**src/rtl/if_stage_pkg.sv**
```systemverilog
// Shared types and constants for the instruction fetch stage.
package if_stage_pkg;

  // Default bubble encoding: addi x0, x0, 0
  localparam logic [31:0] NOP_INST_DEFAULT = 32'h0000_0013;

  // Fetch FSM: issue a request, wait for its response, or discard a squashed one
  typedef enum logic [1:0] {
    S_REQ  = 2'd0,
    S_WAIT = 2'd1,
    S_DROP = 2'd2
  } fetch_state_t;

  // Sequential successor of a word address; wraps modulo 2^32
  function automatic logic [31:0] next_word(input logic [31:0] addr);
    return addr + 32'd4;
  endfunction

endpackage

```
**src/rtl/if_stage_fetch_skid_buf.sv**
```systemverilog
// One-entry holding buffer for an instruction that arrives while IF/ID is stalled.
// Clear beats load, load beats drain.
module fetch_skid_buf (
  input  logic        clk,
  input  logic        rst,
  input  logic        i_load,
  input  logic        i_drain,
  input  logic        i_clear,
  input  logic [31:0] i_ir,
  input  logic [31:0] i_pc,
  output logic        o_valid,
  output logic [31:0] o_ir,
  output logic [31:0] o_pc
);

  logic        r_valid;
  logic [31:0] r_ir;
  logic [31:0] r_pc;

  // Entry bookkeeping: a redirect empties it, a parked response fills it, IF/ID drains it
  always_ff @(posedge clk or posedge rst) begin
    if (rst) begin
      r_valid <= 1'b0;
      r_ir    <= '0;
      r_pc    <= '0;
    end else if (i_clear) begin
      r_valid <= 1'b0;
    end else if (i_load) begin
      r_valid <= 1'b1;
      r_ir    <= i_ir;
      r_pc    <= i_pc;
    end else if (i_drain) begin
      r_valid <= 1'b0;
    end
  end

  assign o_valid = r_valid;
  assign o_ir    = r_ir;
  assign o_pc    = r_pc;

endmodule

```
**src/rtl/if_stage.sv**
```systemverilog
// Instruction fetch stage: owns the PC, drives a single-outstanding instruction
// memory port, and produces the IF/ID pipeline register for the decode stage.
module if_stage
  import if_stage_pkg::*;
#(
  parameter logic [31:0] RESET_PC = 32'h0000_0000,
  parameter logic [31:0] NOP_INST = NOP_INST_DEFAULT
) (
  input  logic        clk,
  input  logic        rst,
  input  logic        id_stall_flag,
  input  logic        ex_take_branch,
  input  logic [31:0] ex_target_pc,
  input  logic        Imem2proc_valid,
  input  logic [31:0] Imem2proc_data,
  output logic        proc2Imem_req,
  output logic [31:0] proc2Imem_addr,
  output logic [31:0] if_id_IR,
  output logic [31:0] if_id_PC,
  output logic [31:0] if_id_NPC,
  output logic        if_id_valid_inst
);

  fetch_state_t r_state;
  fetch_state_t w_state_next;
  logic [31:0]  r_pc;
  logic         w_req;
  logic         w_deliver;
  logic         w_buf_valid;
  logic [31:0]  w_buf_ir;
  logic [31:0]  w_buf_pc;
  logic         w_buf_load;
  logic         w_buf_drain;

  logic [31:0]  r_if_id_ir;
  logic [31:0]  r_if_id_pc;
  logic [31:0]  r_if_id_npc;
  logic         r_if_id_valid;

  // Fetch FSM state register
  always_ff @(posedge clk or posedge rst) begin
    if (rst) r_state <= S_REQ;
    else     r_state <= w_state_next;
  end

  // Fetch FSM next state; the request strobe depends only on state and buffer occupancy
  always_comb begin
    w_state_next = r_state;
    w_req        = 1'b0;
    w_deliver    = 1'b0;
    case (r_state)
      S_REQ: begin
        // A full buffer blocks new requests; a redirect keeps us here so the
        // following request uses the target address.
        w_req = !w_buf_valid;
        if (w_req && !ex_take_branch) w_state_next = S_WAIT;
      end
      S_WAIT: begin
        if (Imem2proc_valid) begin
          w_state_next = S_REQ;
          w_deliver    = !ex_take_branch;
        end else if (ex_take_branch) begin
          w_state_next = S_DROP;
        end
      end
      S_DROP: begin
        // The squashed response frees the memory port even if another
        // redirect lands in the same cycle; the PC already holds the target.
        if (Imem2proc_valid) w_state_next = S_REQ;
      end
      default: w_state_next = S_REQ;
    endcase
  end

  // Program counter: redirect target wins over sequential advance on delivery
  always_ff @(posedge clk or posedge rst) begin
    if (rst)                 r_pc <= RESET_PC;
    else if (ex_take_branch) r_pc <= ex_target_pc;
    else if (w_deliver)      r_pc <= next_word(r_pc);
  end

  // A delivered instruction parks in the buffer when IF/ID cannot take it now
  assign w_buf_load  = w_deliver && (id_stall_flag || w_buf_valid);
  assign w_buf_drain = !ex_take_branch && !id_stall_flag && w_buf_valid;

  fetch_skid_buf u_skid (
    .clk     (clk),
    .rst     (rst),
    .i_load  (w_buf_load),
    .i_drain (w_buf_drain),
    .i_clear (ex_take_branch),
    .i_ir    (Imem2proc_data),
    .i_pc    (r_pc),
    .o_valid (w_buf_valid),
    .o_ir    (w_buf_ir),
    .o_pc    (w_buf_pc)
  );

  // IF/ID register: flush > stall hold > buffered entry > fresh response > bubble
  always_ff @(posedge clk or posedge rst) begin
    if (rst) begin
      r_if_id_ir    <= NOP_INST;
      r_if_id_pc    <= '0;
      r_if_id_npc   <= '0;
      r_if_id_valid <= 1'b0;
    end else if (ex_take_branch) begin
      r_if_id_ir    <= NOP_INST;
      r_if_id_valid <= 1'b0;
    end else if (id_stall_flag) begin
      r_if_id_ir    <= r_if_id_ir;
      r_if_id_valid <= r_if_id_valid;
    end else if (w_buf_valid) begin
      r_if_id_ir    <= w_buf_ir;
      r_if_id_pc    <= w_buf_pc;
      r_if_id_npc   <= next_word(w_buf_pc);
      r_if_id_valid <= 1'b1;
    end else if (w_deliver) begin
      r_if_id_ir    <= Imem2proc_data;
      r_if_id_pc    <= r_pc;
      r_if_id_npc   <= next_word(r_pc);
      r_if_id_valid <= 1'b1;
    end else begin
      r_if_id_ir    <= NOP_INST;
      r_if_id_valid <= 1'b0;
    end
  end

  assign proc2Imem_req    = w_req;
  assign proc2Imem_addr   = r_pc;
  assign if_id_IR         = r_if_id_ir;
  assign if_id_PC         = r_if_id_pc;
  assign if_id_NPC        = r_if_id_npc;
  assign if_id_valid_inst = r_if_id_valid;

endmodule

```
**config.mk**
```make
export PLATFORM = sky130hd
export DESIGN_NAME = if_stage
export DESIGN_NICKNAME = d
export VERILOG_FILES = /design/src/rtl/if_stage_pkg.sv /design/src/rtl/if_stage_fetch_skid_buf.sv /design/src/rtl/if_stage.sv
export SDC_FILE = /design/constraint.sdc
export NUM_CORES = 1
export LEC_CHECK = 0
export ABC_AREA = 1
export CORE_ASPECT_RATIO = 2
export CORE_MARGIN = 2
export CORE_UTILIZATION = 64
export DETAILED_ROUTE_END_ITERATION = 10
export DONT_BUFFER_PORTS = 1
export PLACE_DENSITY = 0.8
export SETUP_SLACK_MARGIN = 0.1
export SKIP_LAST_GASP = 1
export SLEW_MARGIN = 0
export SYNTH_ARGS = -nofsm -noshare
export SYNTH_HDL_FRONTEND = slang
export SYNTH_SLANG_ARGS = --single-unit
```
**constraint.sdc**
```tcl
create_clock -name clk -period 9.5 [get_ports clk]
set_clock_uncertainty 0.15 [all_clocks]
set_input_delay 1.9 -clock clk [delete_from_list [all_inputs] [get_ports clk]]
set_output_delay 1.9 -clock clk [all_outputs]
set_load 0.005 [all_outputs]
```
==> metrics.md <==
| Metric | Value |
|---|---|
| Clock slew at reported path FFs | `70 ps` |
| DRC viols | `0` |
| Crit path largest cell delay | `600 ps` |
| CP required | `9680 ps` |
| Cell with the most instances after synthesis | `nand2_1` |
| Synth cell count leaders | `nand2_1 (434), dfrtp_1 (191), nor2_1 (103), inv_1 (67), nand3_1 (53)` |
| Tcrit/Tclk final | `41.96%` |
| Row cnt | `64` |
| Routability Congestion | `0.9775` |
| Maximum clock rate | `250.9 MHz` |
| Area contributors post-synth | `dfrtp_1 (48%), nand2_1 (16%), mux2_4 (5.0%)` |
| Prevailing post-synth register cell | `dfrtp_1` |
| Final min period | `3986 ps` |
| Synth Instances | `1197` |
| Ys Warns | `0` |
| Arrival @ worst endpoint | `4160 ps` |
| Core box area | `15210 sq um` |
| Vias/cell | `6.111` |
| CTS tree | `yes` |
| Initial antenna violation count | `0` |
| Multiplexer area fraction after synthesis | `5.011%` |
| WS Path Type | `input pin to flip-flop` |
| Slew at the pin with the worst max-slew slack | `1206 ps` |
| Routed vias | `8396` |
| Largest net degree at the start of global routing | `125` |
| Total negative slack | `0 ps` |
| CP max-delay cell | `buf_4` |
| Met1 wire length | `9710 um` |
| Post-synthesis simple-gate area fraction | `26.26%` |
| # nets final | `1234` |
| Share of the synthesized area in the top cell type | `48.34%` |
| Clock latency reported for the late side of the worst-skew pair | `440 ps` |
| Element type at the critical path end | `flip-flop` |
| Vias in the first global route | `8446` |
| Crit-path leading delay family | `buffers and inverters` |
| # setup viols final | `0` |
| Post-CTS Resized | `0` |
| Async S/R FF share, synth | `100.0%` |
| # clock sinks | `194` |
| Post-Synth Adder-Cell Area | `0.2531%` |
| Die footprint | `16520 sq um` |
| Area Overhead vs Synth | `6.163%` |
| N_diodes | `0` |
| Synth cell types | `37` |
| Setup WS pre-CTS | `5078 ps` |
| Crit path max fanout | `65` |
| Largest area contributor in the netlist | `dfrtp_1` |
| Slew Viols, Final | `0` |
| Clock Tree Buf Depth | `2` |
| Grt ovf | `0` |
| Pwr dens | `257.9 nW/um^2` |
| Relative slew margins | `19.31%` |
| Post-synthesis sequential element count | `194` |
| Root Driver | `clkbuf_16` |
| CTS buffer count | `17` |
| Gr usage total | `35.42%` |
| Crit path cell chain | `nor2_1 > nand2_2 > clkinv_2 > buf_4 > o21ai_1 > a21oi_1 > nor2_1` |
| Met2 WL | `14940 um` |
| Final hold vios | `0` |
| Port buffer count | `0` |
| VDD IR max | `0.1603 mV` |
| Syn_nets | `1268` |
| Mapped cell area | `9887 sq um` |
| Final WS setup | `5514 ps` |
| Io pins | `199` |
| Pleak | `4.779 nW` |
| Outcome | `finished, final reports clean` |
| Post-synthesis compound-gate area fraction | `11.29%` |
| Largest family of logic cells by synthesized area | `simple AND/OR/NAND/NOR gates` |
| Detailed-routed wire length on met3 | `1630 um` |
| 1st-pass router iterations | `5` |
| Die H | `179.8 um` |
| Layout cells sized above 1 | `8.844%` |
| DPL Wire Length | `19840 um` |
| Initial Util | `64.98%` |
| Min-delay worst type | `flip-flop to flip-flop` |
| Top layer in use | `met4` |
| Final ANT Viol Nets | `0` |
| DR iter-0 viols | `662` |
| Max Cap Viol | `0` |
| CTS HTree Levels | `4` |
| Syn avg cell area | `8.260 sq um` |
| Seq/Total Area, Yosys | `49.14%` |
| Buf/Inv on CP | `2` |
| Xor/xnor share of the synthesized area | `2.215%` |
| Post-CTS Setup Bufs | `0` |
| Hold_buf cts | `0` |
| Overall routed net length | `28380 um` |
| First-pass GRT wire length | `45290 um` |
| Critical Path Source Type | `input pin` |
| Die W | `91.89 um` |
| Avg WL per Cell | `20.65 um` |
| Post-synth EDFFs | `0` |
| RSZ-0062 raised after global routing | `false` |
| CP most frequent cell | `nor2_1` |
## where the power goes
group,internal (mW),switching [mW],leakage [nW]
Combinational,0.263,0.277,2.08
Sequential,1.10,0.332,2.41
Clock,0.400,0.333,0.283
Total,1.76,0.942,4.78
## flip-flops by register name, summed over array words and instances, names as in the netlist, 2 cells and up
register and flops:
if_id_NPC 30, if_id_IR 32, r_state 2, if_id_PC 32, proc2Imem_addr 32, u_skid.o_ir 32
u_skid.o_pc 32
## cells by family (layout without fill, tap and decap cells)
family          after synthesis  in the layout
compound gates              180            180
xor+xnor                     25             25
flops                       194            194
fa+ha+maj                     2              2
mux                          33             33
buf+inv                     130            109
simple gates                633            633
## routing by layer
layer  GRT usage, %  up-vias
li1               -     3848
met1          38.09     4082
met2          61.97      362
met3          7.586      104
met4          22.45        0
met5              0        -
## through the flow
step	instance area, sq um	hold WS (ps)	power (mW)	util (%)	std cells
global placement	9906	324.2	1.943	65.11	1342
CTS	10500	355.7	2.703	68.99	1374
detailed placement	9906	340.3	1.973	65.11	1342
floorplan	9887	308.6	1.776	-	1197
global route	10500	381.7	2.846	68.99	1374
finish	10500	354.4	2.707	68.99	1374
## cell type report
type | instances | area [sq um]
well taps | 198 | 247.7
clock buffers | 19 | 442.9
fillers | 1263 | 4718
repair buffers | 8 | 60.06
clock inverters | 13 | 147.6
inverters | 69 | 267.8
multi-input cells | 873 | 4468
flip-flops and latches | 194 | 4862
## worst paths after layout
path | to | slack [ps] | cells past startpoint | startpoint
max | if_id_NPC[7]$_DFFE_PP0P_ | 5510 | 7 | ex_take_branch
min | if_id_NPC[21]$_DFFE_PP0P_ | 350 | 2 | if_id_NPC[21]$_DFFE_PP0P_
max reg2reg | if_id_NPC[7]$_DFFE_PP0P_ | 6340 | 8 | u_skid.o_valid$_DFFE_PP0P_
min reg2reg | if_id_NPC[21]$_DFFE_PP0P_ | 350 | 2 | if_id_NPC[21]$_DFFE_PP0P_
max in group asynchronous | proc2Imem_addr[8]$_DFFE_PP0P_ | 6400 | 2 | rst
min in group asynchronous | if_id_PC[27]$_DFFE_PP0P_ | 1330 | 1 | rst
## cell usage in the layout, fill, tap and decap left out, types with 4 or more instances in the layout
cell type / n
inv_6: 4
clkbuf_16: 17
inv_1: 65
o21ai_1: 31
nor2_1: 102
nand3b_1: 10
xnor2_1: 7
nand3_1: 53
o21ai_0: 47
nand2_1: 434
nand4_1: 5
a22oi_1: 29
and2_1: 4
nand2_2: 5
o221ai_1: 6
a31oi_1: 34
nor2_4: 6
dfrtp_1: 190
nor2_2: 11
buf_4: 8
mux2_4: 33
o211ai_1: 27
xor2_1: 18
## worst reg2reg max path, stage by stage, from the launching register on
cell      delay, ps
dfrtp_4         830
inv_2            70
nand2_1         100
nand2_2         430
clkinv_2        500
buf_4           610
o21ai_1         170
a21oi_1         140
nor2_1           60
No activity file was read; power rests on OpenSTA's default activity.
